[src/rtl/register_bank_2w.sv]
// register_bank_2w
//   Parametrised register file: DEPTH words of WIDTH data bits plus one h
//   (high/flag) bit each. Two write ports let two registers update on the
//   same edge, and two combinational read ports serve operand fetch. A busy
//   scoreboard bit per register lets the issue stage stall on pending writes.
//
// Parameters
//   WIDTH   data bits per register (h bit is extra)
//   DEPTH   number of registers, power of two, >= 2
//   AW      address width, equal to log2(DEPTH)
//   BYPASS  1: same-cycle write data is forwarded to reads; 0: reads show stored value
//
// Ports
//   CLK                      clock, all state updates on the rising edge
//   Reset                    asynchronous, active-low reset
//   we0/wa0/wd0/wh0          write port 0: enable, address, data, h bit
//   we1/wa1/wd1/wh1          write port 1 (wins over port 0 on equal address)
//   rsv_en/rsv_addr          mark a register busy (pending producer)
//   ra_a -> rd_a/rh_a/rbusy_a   read port A: data, h bit, stored busy bit
//   ra_b -> rd_b/rh_b/rbusy_b   read port B
//   wr_conflict              one-cycle pulse: both ports wrote one address last cycle

module register_bank_2w #(
  parameter int WIDTH  = 32,
  parameter int DEPTH  = 16,
  parameter int AW     = 4,
  parameter bit BYPASS = 1'b1
) (
  input  logic             CLK,
  input  logic             Reset,
  input  logic             we0,
  input  logic [AW-1:0]    wa0,
  input  logic [WIDTH-1:0] wd0,
  input  logic             wh0,
  input  logic             we1,
  input  logic [AW-1:0]    wa1,
  input  logic [WIDTH-1:0] wd1,
  input  logic             wh1,
  input  logic             rsv_en,
  input  logic [AW-1:0]    rsv_addr,
  input  logic [AW-1:0]    ra_a,
  output logic [WIDTH-1:0] rd_a,
  output logic             rh_a,
  output logic             rbusy_a,
  input  logic [AW-1:0]    ra_b,
  output logic [WIDTH-1:0] rd_b,
  output logic             rh_b,
  output logic             rbusy_b,
  output logic             wr_conflict
);

  logic [WIDTH-1:0] data_q [DEPTH];
  logic [WIDTH-1:0] data_d [DEPTH];
  logic             h_q    [DEPTH];
  logic             h_d    [DEPTH];
  logic             busy_q [DEPTH];
  logic             busy_d [DEPTH];
  logic             conflict_q;
  logic             conflict_d;

  // Next-state for the storage and scoreboard. Port 1 is applied after
  // port 0 so it wins on an address collision. The reserve is applied last
  // so a new producer keeps the register busy even if it is written now.
  always_comb begin
    data_d = data_q;
    h_d    = h_q;
    busy_d = busy_q;
    if (we0) begin
      data_d[wa0] = wd0;
      h_d[wa0]    = wh0;
      busy_d[wa0] = 1'b0;
    end
    if (we1) begin
      data_d[wa1] = wd1;
      h_d[wa1]    = wh1;
      busy_d[wa1] = 1'b0;
    end
    if (rsv_en) begin
      busy_d[rsv_addr] = 1'b1;
    end
    conflict_d = we0 && we1 && (wa0 == wa1);
  end

  always_ff @(posedge CLK or negedge Reset) begin
    if (!Reset) begin
      for (int i = 0; i < DEPTH; i++) begin
        data_q[i] <= '0;
        h_q[i]    <= 1'b0;
        busy_q[i] <= 1'b0;
      end
      conflict_q <= 1'b0;
    end else begin
      data_q     <= data_d;
      h_q        <= h_d;
      busy_q     <= busy_d;
      conflict_q <= conflict_d;
    end
  end

  assign wr_conflict = conflict_q;

  // Read port A. Outputs are forced to zero while reset is held so nothing
  // forwarded from the write ports leaks out during reset. Busy is never
  // bypassed: it always reflects the stored scoreboard.
  always_comb begin
    rd_a    = '0;
    rh_a    = 1'b0;
    rbusy_a = 1'b0;
    if (Reset) begin
      rd_a    = data_q[ra_a];
      rh_a    = h_q[ra_a];
      rbusy_a = busy_q[ra_a];
      if (BYPASS) begin
        if (we0 && (wa0 == ra_a)) begin
          rd_a = wd0;
          rh_a = wh0;
        end
        if (we1 && (wa1 == ra_a)) begin
          rd_a = wd1;
          rh_a = wh1;
        end
      end
    end
  end

  // Read port B, identical to port A.
  always_comb begin
    rd_b    = '0;
    rh_b    = 1'b0;
    rbusy_b = 1'b0;
    if (Reset) begin
      rd_b    = data_q[ra_b];
      rh_b    = h_q[ra_b];
      rbusy_b = busy_q[ra_b];
      if (BYPASS) begin
        if (we0 && (wa0 == ra_b)) begin
          rd_b = wd0;
          rh_b = wh0;
        end
        if (we1 && (wa1 == ra_b)) begin
          rd_b = wd1;
          rh_b = wh1;
        end
      end
    end
  end

endmodule

[config.mk]
export PLATFORM = sky130hd
export DESIGN_NAME = register_bank_2w
export DESIGN_NICKNAME = d
export VERILOG_FILES = /design/src/rtl/register_bank_2w.sv
export SDC_FILE = /design/constraint.sdc
export NUM_CORES = 2
export LEC_CHECK = 0
export CAP_MARGIN = 20
export CORE_UTILIZATION = 45
export CTS_CLUSTER_SIZE = 40
export DETAILED_ROUTE_END_ITERATION = 8
export PLACE_DENSITY = 0.61
export SYNTH_ARGS = -nofsm -noshare
export SYNTH_HDL_FRONTEND = slang
export SYNTH_SLANG_ARGS = --single-unit
[constraint.sdc]
create_clock -name CLK -period 3.4 [get_ports CLK]
set_input_delay 0.85 -clock CLK [delete_from_list [all_inputs] [get_ports CLK]]
set_output_delay 0.85 -clock CLK [all_outputs]
set_load 0.005 [all_outputs]
==> results.toml <==
[outcome]
status = "complete, but fails checks"
violations = "setup timing"

[synth]
synthSimpleGateAreaFrac = 0.0990
ys_seq_area_frac = 0.391
ys_ff_latch = 545
synth_top_family_by_area = "multiplexers"
yosysWarnings = 0
synth_cells = 3504
synth_cell_type_count = 36
synth_nets = 3595
synthAdderAreaFrac = 0
synth_area_per_cell_sq_um = 9.95
syn_area_sq_um = 34900
synth_compound_area_frac = 0.162
synth.area.mux_share = 0.281
synth_xor_area_frac = 0.00502

[job]
maxCapViolations = 0

[critical_path]
arrival_ns = 2.61
required_ns = 2.55
r2r-end = "data_q[75]"
end_kind = "output port"
crit_fanout = 6
path_class = "in -> out"
cp-start-kind = "input port"
r2r-start = "data_q[75]"
rrSetupSlack_ns = 2.58
r2r_cells = 2

[clocking]
clock-root-buffer = "clkbuf_16"
cts.sinks = 545
clkTransAtPathRegs_ns = 0.05
cts_tree = "done"
numCtsBuffers = 67
clockBufferDepth = 3
clk_latency_ns = 0.61
ctsHtreeMaxLevel = 3

[cells_and_area]
drive_above_1_share = 0.272
layout_common_cells = "561 x nor2_1, 545 x dfrtp_1, 528 x a21oi_1, 363 x mux2i_1, 274 x mux4_2"
finalInstanceArea_sq_um = 43400
final-seq-area_sq_um = 13600
multi_input_area_sq_um = 20000
fillers = 6499
nets = 3804
final_core_util = 0.569
final_common_cell = "nor2_1"
fin_cells = 4786
areaGrowthSynthToFinish_pct = 24.6

[place]
port-buffer-count = 159
pre_cts_ws_ns = -0.877
gp_congestion = 0.888
postPlaceCellArea_sq_um = 39500
dp_cells = 4570
post-dp-hpwl_microns = 81400

[power_and_ir_drop]
p_sw_frac = 0.309
seqPwrFrac = 0.408
pwr-share-clk = 0.311
total_power_mw = 22.9
powerDensity_nw_per_um2 = 528
power.net_switching_mw = 7.09
power.internal_mw = 15.9
power_leakage_nw = 17.2
power_frac_comb = 0.281
ir_worst_vdd_v = 0.000351

[global_routing]
grt_overflow = 0
grt-busiest-layer = "met2"
antenna_found_initial = 2
grt_first_pass_wirelength_microns = 199000
met3_usage = 0.0770
met2_usage = 0.520
grt_usage = 0.348
met1_usage = 0.486
grt_max_degree = 124
grt_pass1_vias = 29200

[floorplan]
initial_core_util = 0.457
die_h_microns = 280
die_w_microns = 280
io_pins = 160
fp-row-count = 101
die-area_sq_um = 78600
fp.coreArea_sq_um = 76300

[drt]
drc_errors = 0
vias = 30400
ant_nets = 0
dr.first_iter.drc_count = 3475
drt_wl_total_microns = 137000
vias_per_cell = 6.36
firstDrtPassIters = 6
routedWlPerCell_microns = 28.7

[sta]
slew_headroom = 0.509
setup_violations = 26
rsz0062_at_grt = "true"
max_freq_ghz = 0.289
slew_viol_final = 0
setup_ws_ns = -0.0613
hold_viol_final = 0
finClkSkew_ns = 0
finalCriticalPeriod_ns = 3.46
tightest_slew_ns = 0.737
holdWs_ns = 0.0414
period_share = 1.02
setup_tns_ns = -0.487

[worst_hold_path]
hp-class = "in -> async"
cell families after synthesis:
family / count (synthesis)
buffers and inverters: 461
AOI/OAI and AO/OA: 971
and+or+nand+nor: 870
DFF: 545
xor gates and xnor gates: 20
muxes: 637
final cells by class:
cell class | instances | area share
clock inverter | 20 | 0.00539
tap | 1030 | 0.0297
antenna | 2 | 0.000115
sequential | 545 | 0.314
multi-input combinational | 2498 | 0.459
timing repair buffer | 568 | 0.145
inverter | 33 | 0.00285
clock buffer | 90 | 0.0436
power by group through the flow:
stage / registers (mW) / clock network [mW] / logic (mW)
floorplan: 9.00 / 0 / 4.26
global placement: 9.32 / 0 / 5.95
detailed placement: 9.40 / 0 / 6.08
CTS: 9.32 / 7.19 / 6.29
global route: 9.56 / 7.43 / 6.91
finish: 9.36 / 7.13 / 6.44
worst max-delay path by stage:
stage               startpoint        to  slack (ns)  cells past startpoint
finish                 ra_b[0]   rbusy_b       -0.06                      8
global route           ra_a[0]  rd_a[21]       -0.09                     11
CTS                    ra_a[0]  rd_a[11]       -0.11                     10
detailed placement      wa1[2]  rd_b[10]       -0.88                      8
global placement        wa1[2]  rd_b[10]       -0.92                      8
floorplan              ra_b[0]  rd_b[10]        0.31                      7
synthesized netlist by cell type, drive strengths merged:
master	number	area, sq um
nor2	608	2290
dfrtp	545	13600
a21oi	528	2640
mux2i	363	3630
mux4	274	6170
o21ai	240	1200
buf	229	1280
clkbuf	199	747
nand2	193	724
a22o	133	1160
a221oi	66	603
inv	33	124
nand3	15	85.1
xor2	15	131
nor3	12	70.1
nor2b	10	62.6
and2	8	50.1
xnor2	5	43.8
a32o	4	40.0
nand3b	4	30.0
nand4	4	25.0
nor4	4	25.0
and3b	3	26.3
nor3b	3	22.5
nand2b	2	20.0
or3	2	12.5
and3	1	6.26
or2	1	6.26
sequential cells by signal (all words and copies together) (netlist names):
register	cells
wr_conflict	1
data_q	512
h_q	16
busy_q	16
timing repair:
| action | in CTS | in global routing |
|---|---|---|
| endpoints found under the hold margin | 0 | 0 |
| pin swaps | 65 | 58 |
| hold buffers | 0 | 0 |
| endpoints found under the setup margin | 68 | 67 |
| cloned | 16 | 4 |
| gates resized for setup | 426 | 84 |
| setup buffers | 81 | 13 |
critical path, cell delays in order:
cell and delay [ns]:
buf_16 0.13, buf_12 0.12, buf_12 0.10, buf_12 0.10, mux4_2 0.48, mux4_2 0.50, and2_4 0.19, buf_6 0.11
per-layer routing:
| layer | vias to the layer above | share of wire |
|---|---|---|
| li1 | 13200 | - |
| met1 | 15100 | 0.40 |
| met2 | 1766 | 0.45 |
| met3 | 355 | 0.11 |
| met4 | 2 | 0.048 |
| met5 | - | 0.000095 |
Power figures use the tool's default switching activity.
